==> src/rtl/tcpu_pkg.sv <==
// Shared types and constants for the TCPU fetch/execute sequencer.
// TCPU_SEQ_STEP_EN adds the PAUSE state used for single-stepping.
package tcpu_pkg;

    localparam int INSN_W = 16;

    localparam logic [2:0] OPC_REG = 3'b000;
    localparam logic [2:0] OPC_IMM = 3'b001;
    localparam logic [2:0] OPC_LI  = 3'b010;

    typedef enum logic [2:0] {
        ST_IDLE  = 3'd0,
        ST_FETCH = 3'd1,
        ST_EXEC  = 3'd2,
        ST_HALT  = 3'd3,
        ST_FAULT = 3'd4
`ifdef TCPU_SEQ_STEP_EN
        ,
        ST_PAUSE = 3'd5
`endif
    } seq_state_t;

    function automatic logic [15:0] sat_inc16(input logic [15:0] v);
        return (v == 16'hFFFF) ? v : v + 16'd1;
    endfunction

endpackage

==> src/rtl/tcpu_fetch_timer.sv <==
// Counts FETCH cycles spent waiting for an instruction-memory ack.
// expire is high on the last cycle a fetch may wait before it faults.
module tcpu_fetch_timer #(
    parameter int FETCH_TMO = 15
) (
    input  logic clk,
    input  logic rst_n,
    input  logic clr,
    input  logic inc,
    output logic expire
);

    localparam logic [7:0] LAST = 8'(FETCH_TMO - 1);

    logic [7:0] count_q;
    logic [7:0] count_d;

    always_comb begin
        count_d = count_q;
        if (clr) begin
            count_d = 8'd0;
        end else if (inc) begin
            count_d = count_q + 8'd1;
        end
    end

    always_ff @(posedge clk or negedge rst_n) begin
        if (!rst_n) begin
            count_q <= 8'd0;
        end else begin
            count_q <= count_d;
        end
    end

    assign expire = (count_q == LAST);

endmodule

==> src/rtl/tcpu_seq.sv <==
// Multi-cycle fetch/execute sequencer for the TCPU core: PC, IR, run/halt/fault.
// Define TCPU_SEQ_STEP_EN to add the step input and single-step PAUSE state.
module tcpu_seq
    import tcpu_pkg::*;
#(
    parameter int              PC_W      = 8,
    parameter logic [PC_W-1:0] RST_PC    = '0,
    parameter int              FETCH_TMO = 15
) (
    input  logic              clk,
    input  logic              rst_n,
    input  logic              start,
`ifdef TCPU_SEQ_STEP_EN
    input  logic              step,
`endif
    output logic              imem_req,
    output logic [PC_W-1:0]   imem_addr,
    input  logic              imem_ack,
    input  logic [INSN_W-1:0] imem_rdata,
    output logic [INSN_W-1:0] ir,
    input  logic              dec_we,
    input  logic              dec_halt,
    output logic              rf_we,
    output logic [PC_W-1:0]   pc,
    output logic              halted,
    output logic              fault,
    output logic [15:0]       retired
);

    seq_state_t        state_q, state_d;
    logic [PC_W-1:0]   pc_q, pc_d;
    logic [INSN_W-1:0] ir_q, ir_d;
    logic [15:0]       retired_q, retired_d;
    logic              timer_clr;
    logic              timer_inc;
    logic              timer_expire;

    tcpu_fetch_timer #(
        .FETCH_TMO (FETCH_TMO)
    ) u_fetch_timer (
        .clk    (clk),
        .rst_n  (rst_n),
        .clr    (timer_clr),
        .inc    (timer_inc),
        .expire (timer_expire)
    );

    always_comb begin
        state_d   = state_q;
        pc_d      = pc_q;
        ir_d      = ir_q;
        retired_d = retired_q;
        timer_clr = 1'b1;
        timer_inc = 1'b0;
        case (state_q)
            ST_IDLE: begin
                if (start) begin
                    state_d = ST_FETCH;
                end
            end
            ST_FETCH: begin
                // An ack on the expiring cycle still wins over the timeout.
                if (imem_ack) begin
                    ir_d    = imem_rdata;
                    state_d = ST_EXEC;
                end else begin
                    timer_clr = 1'b0;
                    timer_inc = 1'b1;
                    if (timer_expire) begin
                        state_d = ST_FAULT;
                    end
                end
            end
            ST_EXEC: begin
                if (dec_halt) begin
                    state_d = ST_HALT;
                end else begin
                    pc_d      = pc_q + PC_W'(1);
                    retired_d = sat_inc16(retired_q);
`ifdef TCPU_SEQ_STEP_EN
                    state_d   = ST_PAUSE;
`else
                    state_d   = ST_FETCH;
`endif
                end
            end
            ST_HALT: begin
                // The halting instruction is retired only when execution resumes.
                if (start) begin
                    pc_d      = pc_q + PC_W'(1);
                    retired_d = sat_inc16(retired_q);
                    state_d   = ST_FETCH;
                end
            end
`ifdef TCPU_SEQ_STEP_EN
            ST_PAUSE: begin
                if (step) begin
                    state_d = ST_FETCH;
                end
            end
`endif
            ST_FAULT: begin
                state_d = ST_FAULT;
            end
            default: begin
                state_d = ST_IDLE;
            end
        endcase
    end

    always_ff @(posedge clk or negedge rst_n) begin
        if (!rst_n) begin
            state_q   <= ST_IDLE;
            pc_q      <= RST_PC;
            ir_q      <= '0;
            retired_q <= 16'd0;
        end else begin
            state_q   <= state_d;
            pc_q      <= pc_d;
            ir_q      <= ir_d;
            retired_q <= retired_d;
        end
    end

    // Status outputs decode the state register directly, so reset drops them at once.
    assign imem_req  = (state_q == ST_FETCH);
    assign imem_addr = pc_q;
    assign halted    = (state_q == ST_HALT);
    assign fault     = (state_q == ST_FAULT);
    assign rf_we     = (state_q == ST_EXEC) && dec_we;
    assign ir        = ir_q;
    assign pc        = pc_q;
    assign retired   = retired_q;

endmodule

==> config.mk <==
export PLATFORM = sky130hd
export DESIGN_NAME = tcpu_seq
export DESIGN_NICKNAME = d
export VERILOG_FILES = /design/src/rtl/tcpu_pkg.sv /design/src/rtl/tcpu_fetch_timer.sv /design/src/rtl/tcpu_seq.sv
export SDC_FILE = /design/constraint.sdc
export NUM_CORES = 1
export LEC_CHECK = 0
export ABC_AREA = 1
export CAP_MARGIN = 40
export CORE_ASPECT_RATIO = 2
export CORE_MARGIN = 2
export CORE_UTILIZATION = 29
export CTS_BUF_LIST = sky130_fd_sc_hd__clkbuf_2 sky130_fd_sc_hd__clkbuf_4 sky130_fd_sc_hd__clkbuf_8
export DETAILED_ROUTE_END_ITERATION = 8
export SYNTH_ARGS = -nofsm -noshare
export SYNTH_HDL_FRONTEND = slang
export SYNTH_HIERARCHICAL = 1
export SYNTH_SLANG_ARGS = --single-unit
==> constraint.sdc <==
create_clock -name clk -period 1.66 [get_ports clk]
set_input_delay 0.249 -clock clk [delete_from_list [all_inputs] [get_ports clk]]
set_output_delay 0.249 -clock clk [all_outputs]
set_load 0.01 [all_outputs]
; Yosys cells after proc, flatten, opt, wreduce, memory -nomap -nowiden
; Cells that the tools add are included.
[word_totals]
regBits = 51
input_bits = 22
output_inout_bits = 52
[classes]
n_addsub = 3
eq_ne = 10
mux = 18
reduce_logical = 8
[ops]
columns = cell, n
row1 = 16-bit two-way mux, 3
row2 = 8-bit two-way mux, 4
row3 = 16-bit case mux with 2 select lines, 1
row4 = "16-bit by 1-bit adder with 16-bit output, second input constant", 1
row5 = "8-bit by 1-bit adder with 8-bit output, second input constant", 2
row6 = "16-bit == test, second input constant", 1
row7 = 8-bit case mux with 2 select lines, 1
row8 = 3-bit case mux with 4 select lines, 1
row9 = 3-bit two-way mux, 3
row10 = "8-bit by 4-bit == test with 1-bit output, second input constant", 1
row11 = "3-bit by 2-bit == test with 1-bit output, second input constant", 2
row12 = 1-bit two-way mux, 4
row13 = "2-bit inequality test, second input constant", 2
row14 = 2-bit AND reduction, 2
row15 = 2-bit nonzero test, 2
row16 = "3-bit by 1-bit == test with 1-bit output, second input constant", 1
row17 = "3-bit == test, second input constant", 1
row18 = 3-bit logical NOT, 1
row19 = "3-bit by 1-bit inequality test with 1-bit output, second input constant", 1
row20 = 3-bit AND reduction, 1
row21 = 2-bit two-way mux, 1
row22 = "2-bit by 1-bit inequality test with 1-bit output, second input constant", 1
row23 = 2-bit OR reduction, 1
row24 = 1-bit logical AND, 1

; Logic depth before layout (Yosys ltp)
[logic_depth]
ltp_word = 4
depth_mapped = 11
depth_no_buf = 11

; Modules after synthesis
; Netlist, hierarchy kept.
[modules_own_cells]
columns = module, n_inst, cells_per_inst, area_per_inst_um2
row1 = tcpu_seq, 1, 308, 2372.3
row2 = tcpu_fetch_timer, 1, 59, 447.9

; Worst setup path after synthesis
; No wires, ideal clock.
[synth_path]
path_kind = reg-to-reg
start = register state_q[0]
end = register u_fetch_timer.count_q[7]
setup_ns = 0.117
t_arrival_ns = 1.436
slack_ns = 0.107
stages_incl_launch_ff = 12
synth_period_minus_slack_ns = 1.553
path_cell_list = dfrtp_1 inv_2 nor2_4 nand2_1 nor2_2 inv_1 nor2_2 nor2_4 nand3_1 nand2_1 nand2_1 nor2_1
[synth_between]
elab_chain_cells = 3
elab_cells_between_ends = 5
cone_classes = 1 x eq/ne / 3 x mux / 1 x reduce/logical
[synth_lines]
columns = element, line
row1 = start: declaration, tcpu_seq.sv:30  ; seq_state_t state_q, state_d;
row2 = start signal: assignment, tcpu_seq.sv:118  ; state_q <= state_d;
row3 = 3-bit by 1-bit == test with 1-bit output, tcpu_seq.sv:55  ; case (state_q)
row4 = 1-bit two-way mux, tcpu_seq.sv:55
row5 = named net timer_inc, tcpu_seq.sv:35  ; logic timer_inc;
row6 = 2-bit nonzero test (no line), -
row7 = end signal: assignment, tcpu_fetch_timer.sv:31  ; count_q <= count_d;
row8 = end: declaration, tcpu_fetch_timer.sv:15  ; logic [7:0] count_q;
; The timed path passes the listed nets, and every way through them passes these cells.
; A chain may end at the register's enable or synchronous reset.

; Worst setup path in the final report
[layout_path]
start = register state_q[2]
end = output halted
[layout_between]
elab_chain_cells = 1
[layout_lines]
columns = element, line
row1 = 3-bit by 2-bit == test with 1-bit output, tcpu_seq.sv:128  ; assign halted = (state_q == ST_HALT);
row2 = end: declaration, tcpu_seq.sv:25  ; output logic halted,
; Every way passes these cells.

==> out/qor.yml <==
sta:
  rsz_0062_raised_after_global_routing: "yes"
  worst_clock_skew_ns: 0.01027
  drv_slew: 0
  tightest_slew_ns: 0.3321
  final-hold-violation-count: 0
  timing.final.crit_period_ns: 1.603
  timing.final.ws_setup_ns: 0.05696
  setup_violations: 0
  timing.max_slew.rel_slack_pct: 77.78
  post-route-period-util_pct: 96.57
  timing.fmax_mhz: 623.8
  timing.setup.tns_ns: 0
synth:
  netlist_instances: 367
  synth-seq-area-share_pct: 45.25
  synth.ff_latch_count: 51
  synth_enable_flop_cells: 0
  ys_async_sr_fraction_pct: 100.0
  synthDistinctLibCells: 28
  post_synth_top_area_cell: "sky130_fd_sc_hd__dfrtp_1"
  synth.top_cell.area_share_pct: 45.25
  avgSynthCellArea_um2: 7.684
  synthesis.nets: 393
  ys_dominant_reg_cell: "sky130_fd_sc_hd__dfrtp_1"
  ys_top_cells_by_area: "sky130_fd_sc_hd__dfrtp_1 (45%), sky130_fd_sc_hd__nand2_1 (17%), sky130_fd_sc_hd__nand3_1 (5.9%)"
  yosys_warnings: 6
  post_synth_instance_area_um2: 2820
global_route:
  via_count_of_the_first_global_routing_pass: 2349
  all_layer_global_routing_usage_pct: 12.89
  pin_count_of_the_biggest_net_entering_global_routing: 52
  global_route.usage.met1_pct: 17.18
  global_route.usage.met2_pct: 19.36
  global_route.usage.met3_pct: 4.839
  global_route_wire_length_before_repair_um: 10860
  globalRouteOverflowTotal: 0
  initial_antenna_violation_count: 0
  grt_busiest_layer: "met2"
cts:
  clk_root_buffer_cell: "sky130_fd_sc_hd__clkbuf_8"
  cts_buffer_depth: 2
  clock_sink_count: 51
  numCtsBuffers: 5
  later_pin_clock_latency_in_the_skew_report_ns: 0.31
  tritoncts: "done"
  cts_htree_levels: 2
  worst_setup_hold_path_clk_slew_ns: 0.10
routing:
  post_route_drc_violation_count: 0
  first_iter_violations: 119
  ant_nets: 0
  routed_via_density: 4.479
  first_pass_iters: 4
  detailroute.via_count: 2477
  detail_route.wirelength_um: 6429
  detail_route.wl_per_cell_um: 11.63
layout:
  final_common_cell: "sky130_fd_sc_hd__nand2_1"
  fill_cells: 961
  num-nets-final: 473
  post_layout_nonfiller_instances: 553
  layout_common_cells: "sky130_fd_sc_hd__nand2_1 (127), sky130_fd_sc_hd__clkdlybuf4s50_1 (67), sky130_fd_sc_hd__dfrtp_1 (42), sky130_fd_sc_hd__inv_1 (34), sky130_fd_sc_hd__nand3_1 (32)"
  ff_latch_area_um2: 1287
  stdcell_area_um2: 3821
  antenna_cells: 0
  final_layout_size_suffix_gt1_share_pct: 15.44
  multiInputGateArea_um2: 1284
  postLayoutCoreUtil_pct: 39.92
  layout-area-overhead-vs-synth_pct: 35.49
floorplan:
  die_h_um: 143.5
  boundaryPins: 74
  die_x_um: 73.73
  initial_core_util_pct: 29.46
  core_um2: 9572
  floorplan.rows: 51
  die_area_um2: 10580
pwr:
  reported_net_switching_power_w: 0.001961
  sw_frac_of_total_pct: 38.17
  share_of_total_power_in_combinational_logic_pct: 48.0
  p_int_w: 0.003177
  power.share.clock_pct: 14.6
  worst_ir_drop_vdd_mv: 0.8352
  powerDensity_nw_per_um2: 1345
  leakage_power_nw: 1.795
  p_seq_share_pct: 37.4
place:
  post_dp_cell_area_um2: 3681
  place_hpwl_um: 4621
  number_of_buffers_inserted_by_port_buffering: 73
  global_placer_s_final_weighted_congestion: 0.8026
  numPlacedInstances: 544
  place_worst_setup_slack_ns: -0.03876
run_status:
  run_status: "completed"
setup_path:
  critical_path_fanouts_max: 3
  critical_path_required_ns: 1.41
  cp_cell_sequence: "inv_2 > nand2_1 > nor2_1 > dlygate4sd2_1"
  reg2regPathDepth: 11
  reg2reg_slack_ns: 0.14
  timing.rr.end: "u_fetch_timer/count_q[7]"
  crit_slowest_cell: "sky130_fd_sc_hd__dfrtp_1"
  worst_ep_arrival_time_ns: 1.35
  max_stage_delay_ns: 0.43
  worst_setup_path_end_kind: "output pin"
  criticalPathCategory: "reg -> out"
  setup.worst_path.start_class: "register"
  critical_path.reg2reg.startpoint: "state_q[0]"
run:
  maxCapViolations: 0
hold_path:
  hp-class: "in -> async"
[repair_timing]
action / 4_1_cts / 5_1_grt
hold buffers: 1 / 0
resized for setup: 6 / 17
buffers inserted: 1 / 0
pin swaps: 0 / 2
hold endpoints to repair: 51 / 0
setup endpoints to repair: 4 / 17
[Yosys cell counts (5+ instances only)]
cell                      instances
sky130_fd_sc_hd__a21oi_1          5
sky130_fd_sc_hd__buf_4           10
sky130_fd_sc_hd__dfrtp_1         51
sky130_fd_sc_hd__inv_1           35
sky130_fd_sc_hd__inv_2            6
sky130_fd_sc_hd__nand2_1        128
sky130_fd_sc_hd__nand2_2         13
sky130_fd_sc_hd__nand3_1         33
sky130_fd_sc_hd__nand4_1         11
sky130_fd_sc_hd__nor2_1          28
sky130_fd_sc_hd__o21ai_0          7
sky130_fd_sc_hd__xnor2_1          9
[flip-flops by register name, summed over array words and instances, names as in the netlist]
| register | flops |
|---|---|
| imem_addr | 8 |
| ir | 16 |
| retired | 16 |
| state_q | 3 |
| u_fetch_timer/count_q | 8 |
[how the worst max path moves through the flow]
stage           startpoint                        to  slack (ns)  depth (start not counted)
2_1_floorplan   state_q[0]  u_fetch_timer/count_q[7]        0.11                         11
3_3_place_gp        dec_we                     rf_we       -0.03                          3
3_5_place_dp        dec_we                     rf_we       -0.04                          3
4_1_cts        retired[12]               retired[12]       0.002                          1
5_1_grt         state_q[2]                    halted       -0.04                          4
6_report        state_q[2]                    halted        0.06                          4
[per-stage QoR]
stage          hold WS, ns  total power (W)
2_1_floorplan     -0.04659         0.003224
3_3_place_gp        0.2659         0.004375
3_5_place_dp        0.2687         0.004394
4_1_cts             0.4481         0.005165
5_1_grt             0.4716         0.005535
6_report            0.4399         0.005138
[cell type report]
type	instances	area share, %
inverter	42	4.191
multi-input combinational	259	33.60
clock inverter	1	0.1310
timing repair buffer	88	22.76
sequential	51	33.69
clock buffer	6	2.161
tap	106	3.471
[per-layer routing]
| metal | part of all wire [%] | wire length (um) |
|---|---|---|
| met5 | 0 | 0 |
| met4 | 1.3 | 83 |
| met3 | 7.9 | 507 |
| met2 | 45 | 2873 |
| met1 | 46 | 2964 |
[worst max-delay path: cells and delay by family (launching register included)]
kind | cells | cell delay [ns]
flip-flops | 1 | 0.43
buffers and inverters | 2 | 0.37
AND/OR/NAND/NOR | 2 | 0.25
[power groups by stage]
stage / clock [W] / sequential [W] / combinational [W]
2_1_floorplan: 0 / 0.00204 / 0.00118
3_3_place_gp: 0 / 0.00192 / 0.00246
3_5_place_dp: 0 / 0.00193 / 0.00247
4_1_cts: 0.000782 / 0.00191 / 0.00247
5_1_grt: 0.000830 / 0.00198 / 0.00272
6_report: 0.000749 / 0.00192 / 0.00247
[logic make-up (layout without fill, tap and decap cells)]
kind of cell               after synthesis  in the layout  share of synthesized area [%]
DFF                                     51             51                          45.25
AOI/OAI and AO/OA                       16             16                          3.061
buffers and inverters                   57            137                          9.938
xor gates and xnor gates                11             11                          3.416
adders and majority gates                4              4                          1.775
and+or+nand+nor                        228            228                          36.56
(Power assumes the default switching activity.)
